--- src/rtl/dpram_arb_pkg.sv ---
// dpram_arb_pkg: shared types and constants for the dpram port arbiter.
// DPRAM_ARB_RDBUF_EN selects the registered read-return path (affects RD_LAT).
package dpram_arb_pkg;

    function automatic int idw(input int n);
        return (n > 2) ? $clog2(n) : 1;
    endfunction

    localparam int TAG_IDW = 3;

    typedef struct packed {
        logic               valid;
        logic               is_read;
        logic [TAG_IDW-1:0] id;
    } tag_t;

    // Cycles from ack to rvalid
`ifdef DPRAM_ARB_RDBUF_EN
    localparam int RD_LAT = 2;
`else
    localparam int RD_LAT = 1;
`endif

endpackage

--- src/rtl/dpram_rr_pick.sv ---
// dpram_rr_pick: combinational round-robin picker, first eligible at or after ptr.
module dpram_rr_pick #(
    parameter int NREQ = 3,
    parameter int IDW  = 2
) (
    input  logic [NREQ-1:0] eligible,
    input  logic [IDW-1:0]  ptr,
    output logic            grant_valid,
    output logic [IDW-1:0]  grant_id
);

    logic [NREQ-1:0] rot;

    assign rot = NREQ'({eligible, eligible} >> ptr);

    // Scan downward so the lowest rotated position (closest to ptr) wins
    always_comb begin
        grant_valid = |rot;
        grant_id    = '0;
        for (int k = NREQ - 1; k >= 0; k--)
            if (rot[k])
                grant_id = IDW'((int'(ptr) + k >= NREQ) ? int'(ptr) + k - NREQ : int'(ptr) + k);
    end

endmodule

--- src/rtl/dpram_port_arbiter.sv ---
// dpram_port_arbiter: round-robin sharing of one dpram port among NREQ requesters.
// Define DPRAM_ARB_RDBUF_EN to register rdata/rid/rvalid (one extra cycle of read latency).
module dpram_port_arbiter
    import dpram_arb_pkg::*;
#(
    parameter int NREQ = 3,
    parameter int AW   = 11,
    parameter int DW   = 8,
    localparam int IDW = idw(NREQ),
    localparam int BW  = DW / 8
) (
    input  logic              clk,
    input  logic              reset,
    input  logic [NREQ-1:0]   req,
    input  logic [NREQ-1:0]   we,
    input  logic [NREQ*AW-1:0] addr,
    input  logic [NREQ*DW-1:0] wdata,
    input  logic [NREQ*BW-1:0] be,
    output logic [NREQ-1:0]   ack,
    output logic              rvalid,
    output logic [IDW-1:0]    rid,
    output logic [DW-1:0]     rdata,
    output logic [AW-1:0]     mem_address,
    output logic [DW-1:0]     mem_data,
    output logic              mem_wren,
    output logic [BW-1:0]     mem_byteena,
    input  logic [DW-1:0]     mem_q
);

    logic [NREQ-1:0] eligible, ack_q, ack_d;
    logic            grant_valid;
    logic [IDW-1:0]  grant_id, ptr_q, ptr_d, rid_q, rid_d;
    logic            mem_wren_q, mem_wren_d, rvalid_q, rvalid_d;
    logic [AW-1:0]   mem_address_q, mem_address_d;
    logic [DW-1:0]   mem_data_q, mem_data_d;
    logic [BW-1:0]   mem_byteena_q, mem_byteena_d;
    tag_t            tag_q, tag_d;
`ifdef DPRAM_ARB_RDBUF_EN
    tag_t            ret_q, ret_d;
    logic [DW-1:0]   rdata_q, rdata_d;
`endif

    // A requester being acked this cycle still holds req; mask it out
    assign eligible = req & ~ack_q;

    dpram_rr_pick #(.NREQ(NREQ), .IDW(IDW)) u_pick (
        .eligible    (eligible),
        .ptr         (ptr_q),
        .grant_valid (grant_valid),
        .grant_id    (grant_id)
    );

    always_comb begin
        ptr_d         = !grant_valid ? ptr_q : (int'(grant_id) == NREQ - 1) ? '0 : grant_id + 1'b1;
        ack_d         = grant_valid ? NREQ'(1) << grant_id : '0;
        mem_wren_d    = grant_valid & we[grant_id];
        mem_address_d = grant_valid ? addr[int'(grant_id)*AW +: AW] : mem_address_q;
        mem_data_d    = grant_valid ? wdata[int'(grant_id)*DW +: DW] : mem_data_q;
        mem_byteena_d = !grant_valid ? mem_byteena_q : we[grant_id] ? be[int'(grant_id)*BW +: BW] : '1;
        tag_d         = {grant_valid, ~we[grant_id], TAG_IDW'(grant_id)};
`ifdef DPRAM_ARB_RDBUF_EN
        ret_d         = tag_q;
        rvalid_d      = ret_q.valid & ret_q.is_read;
        rid_d         = IDW'(ret_q.id);
        rdata_d       = (ret_q.valid & ret_q.is_read) ? mem_q : rdata_q;
`else
        rvalid_d      = tag_q.valid & tag_q.is_read;
        rid_d         = IDW'(tag_q.id);
`endif
    end

    always_ff @(posedge clk or posedge reset) begin
        if (reset) begin
            ptr_q         <= '0;
            ack_q         <= '0;
            mem_wren_q    <= 1'b0;
            mem_address_q <= '0;
            mem_data_q    <= '0;
            mem_byteena_q <= '0;
            tag_q         <= '0;
            rvalid_q      <= 1'b0;
            rid_q         <= '0;
`ifdef DPRAM_ARB_RDBUF_EN
            ret_q         <= '0;
            rdata_q       <= '0;
`endif
        end else begin
            ptr_q         <= ptr_d;
            ack_q         <= ack_d;
            mem_wren_q    <= mem_wren_d;
            mem_address_q <= mem_address_d;
            mem_data_q    <= mem_data_d;
            mem_byteena_q <= mem_byteena_d;
            tag_q         <= tag_d;
            rvalid_q      <= rvalid_d;
            rid_q         <= rid_d;
`ifdef DPRAM_ARB_RDBUF_EN
            ret_q         <= ret_d;
            rdata_q       <= rdata_d;
`endif
        end
    end

    assign ack         = ack_q;
    assign rvalid      = rvalid_q;
    assign rid         = rid_q;
    assign mem_address = mem_address_q;
    assign mem_data    = mem_data_q;
    assign mem_wren    = mem_wren_q;
    assign mem_byteena = mem_byteena_q;
`ifdef DPRAM_ARB_RDBUF_EN
    assign rdata       = rdata_q;
`else
    assign rdata       = mem_q;
`endif

endmodule

--- config.mk ---
export PLATFORM = sky130hd
export DESIGN_NAME = dpram_port_arbiter
export DESIGN_NICKNAME = d
export VERILOG_FILES = /design/src/rtl/dpram_arb_pkg.sv /design/src/rtl/dpram_rr_pick.sv /design/src/rtl/dpram_port_arbiter.sv
export SDC_FILE = /design/constraint.sdc
export NUM_CORES = 1
export LEC_CHECK = 0
export ABC_AREA = 0
export CAP_MARGIN = 10
export CORE_ASPECT_RATIO = 2
export CORE_MARGIN = 3
export CORE_UTILIZATION = 37
export CTS_CLUSTER_SIZE = 16
export DETAILED_ROUTE_END_ITERATION = 7
export PLACE_DENSITY_LB_ADDON = 0.1
export RECOVER_POWER = 100
export SYNTH_ARGS = -nofsm -noshare
export SYNTH_HDL_FRONTEND = slang
export SYNTH_SLANG_ARGS = --single-unit
--- constraint.sdc ---
create_clock -name clk -period 2.9 [get_ports clk]
set_input_delay 0.87 -clock clk [delete_from_list [all_inputs] [get_ports clk]]
set_output_delay 0.87 -clock clk [all_outputs]
set_load 0.02 [all_outputs]
==> impl_metrics.ini <==
[power]
leakage_nw = 1.35
p_sw_share_pct = 41.8
p_comb_share_pct = 68.8
p_clk_share_pct = 8.9
p_int_mw = 2.21
pwr-share-seq_pct = 22.3
power_switching_mw = 1.59
ir_drop_mv = 0.663
power.density_nw_per_um2 = 1220

[setup_path]
reg2reg_from = ptr_q[0]$_DFFE_PP0P_
reg2reg_setup_slack_ns = 0.30
crit_fanout = 7
rr_worst_depth = 9
worst_r2r_endpoint = mem_address[1]$_DFFE_PP0P_
cp.arrival_ns = 2.87
end_kind = flip-flop
start_kind = input port
path_class = in -> reg
worstPathRequired_ns = 3.04

[timing]
slew_violations = 0
rsz0062_at_grt = no
fin_crit_sh_pct = 94.2
worst_pin_slew_ns = 0.795
setup_slack_ns = 0.170
skew_ns = 0.00406
fmax_ghz = 0.366
hold_viol = 0
setup-violations-final = 0
layout_min_cycle_time_ns = 2.73
relSlewSlack_pct = 47.0

[drt]
via_per_inst = 5.32
antenna_left = 0
wl_per_cell_um = 16.3
drt-total-wl_mm = 5.42
first_pass_iters = 4
drt_iter0_drc = 40
routed-via-count = 1773
drcViolationCount = 0

[hold_path]
worstHoldPathCells = 0
worstHoldStart = rid_d[0]$_DFF_PP0_
whs_endpoint = rid[0]$_DFF_PP0_
hold_class = reg -> reg

[global_routing]
met1_usage_pct = 19.0
grt_max_degree = 34
use_met3_pct = 4.94
grt-ovfl-total = 0
grt_usage_pct = 19.6
grt_pass1_vias = 1976
use_met2_pct = 37.1
top_usage_layer = met2
antenna_found_initial = 0
grt_pass1_wl_mm = 9.14

[floorplanning]
core_region_area_sq_um = 4690
io_pins = 111
start_util_pct = 38.7
dieHeight_um = 105
die_w_um = 55.5
fp-row-count = 35
die_area_sq_um = 5830

[place]
place_area_sq_um = 2910
pre_cts_ws_ns = -0.460
port_buffers = 94
dp_hpwl_mm = 4.20
gp_congestion = 0.903

[cells_and_area]
syn2layout_area_growth_pct = 71.3
final_area_sq_um = 3110
fillerInstances = 379
ff_latch_area_sq_um = 826
multi_input_area_sq_um = 960
nets = 356
drive_gt1_share_pct = 19.8
diodes = 0

[cts]
h-tree-depth = 2
clk_path_buf_depth = 2
cts_root_buf = clkbuf_8
cts.sinks = 33
clock_latency_ns = 0.28
numCtsBuffers = 5
hold_buffers = 0
clk_pin_slew_ns = 0.07
cts_tree = yes

[synth]
syn_inst = 165
ys_seq_area_share_pct = 45.5
synth_edf_count = 0
synthFlopType = dfrtp_1
syn_avg_cell_area_sq_um = 11.0
yosysWarnings = 0
yosys.area.top_type_share_pct = 45.5
ys_top_cells_by_count = dfrtp_1 (33), nor2_1 (16), a221o_1 (9), a22o_1 (9)
synthTopCellsByArea = dfrtp_1 (46%), a221o_1 (5.0%), a22o_1 (4.3%), mux2i_1 (3.9%), buf_4 (3.3%)
ys_types = 45
synth_nets = 244
synthMostInstantiatedCell = dfrtp_1
synth_seq_cells = 33
netlist_area_sq_um = 1810
yosysTopAreaCell = dfrtp_1
synth_async_sr_flop_share_pct = 100

[run]
maxCapViolCount = 0

[run_status]
outcome = finished, final reports clean
==> placed cells by master, fill, tap and decap left out, types with 3 or more instances in the layout <==
cell / count
dfrtp_1: 33
a2bb2oi_1: 3
inv_1: 5
nand3b_1: 3
clkbuf_8: 5
ha_1: 3
nand2b_1: 3
a221oi_2: 5
a221o_1: 9
nand3_1: 3
nor3b_4: 3
nor2_1: 17
clkdlybuf4s50_1: 63
o21ai_0: 3
buf_4: 16
nand2_1: 4
clkbuf_1: 3
dlygate4sd3_1: 28
a21oi_1: 7
mux2i_1: 7
a22o_1: 9
mux2_2: 3
==> repair_timing <==
item,CTS,global route
gates cloned,1,0
resized for setup,13,14
setup buffers,2,0
pin swaps,7,5
endpoints found under the setup margin,20,21
==> area by class of cell <==
type | instances | area share [%]
timing repair buffer | 118 | 36.6
multi-input combinational | 112 | 30.9
sequential | 33 | 26.6
clock buffer | 5 | 2.21
tap | 55 | 2.21
inverter | 7 | 1.01
clock inverter | 3 | 0.564
==> worst max-delay path by stage <==
stage / startpoint / endpoint / slack (ns)
finish: req[1] / mem_data[2]$_DFFE_PP0P_ / 0.17
floorplan: req[1] / mem_address[1]$_DFFE_PP0P_ / 0.15
global route: req[1] / mem_data[2]$_DFFE_PP0P_ / 0.07
CTS: req[0] / mem_data[2]$_DFFE_PP0P_ / 0.02
global placement: req[1] / mem_data[3]$_DFFE_PP0P_ / -0.40
detailed placement: req[1] / mem_data[3]$_DFFE_PP0P_ / -0.46
==> worst max-delay path: stages <==
cell and delay [ns]:
dlygate4sd2_1 0.23, or3b_4 0.40, a21oi_1 0.14, and3b_1 0.18
a311o_2 0.37, clkinv_4 0.11, clkbuf_4 0.13, mux2i_1 0.18
a2bb2oi_1 0.17, a21oi_1 0.08
==> power by group through the flow <==
stage	Clock [mW]	Combinational [mW]	Sequential, mW
6_report	0.340	2.61	0.848
5_1_grt	0.364	2.85	0.875
3_5_place_dp	0	2.54	0.847
3_3_place_gp	0	2.50	0.846
4_1_cts	0.346	2.69	0.850
2_1_floorplan	0	1.30	1.05
==> flip-flops by register name (all words and copies together), names as in the netlist <==
name and flops:
mem_wren 1, rid 2, ptr_q 2, mem_address 11
rvalid 1, mem_data 8, mem_byteena 1, ack 3
rid_d 2, tag_q 2
==> kinds of logic after synthesis <==
logic type / after synthesis / synth area share, %
AOI/OAI and AO/OA: 50 / 23.5
adders and majority gates: 3 / 2.07
buffers and inverters: 21 / 7.52
DFF: 33 / 45.5
muxes: 12 / 7.38
and+or+nand+nor: 46 / 14.0
==> layer usage <==
metal  vias to the layer above  share of wire, %
met5                         -                 0
met4                         0               2.1
met3                        12               7.2
met2                        85                58
met1                       832                33
li1                        844                 -
==> per-stage QoR <==
step                std cells  TNS, ns  power (mW)  hold slack, ns  util, %
floorplan                 165        0        2.35           0.331        -
global placement          322    -8.22        3.35           0.337     62.1
detailed placement        322    -9.36        3.38           0.350     62.1
CTS                       333        0        3.88           0.367     65.6
global route              333        0        4.09           0.368     66.3
finish                    333        0        3.80           0.361     66.3
Note: power is estimated with default switching activity, not from simulation.
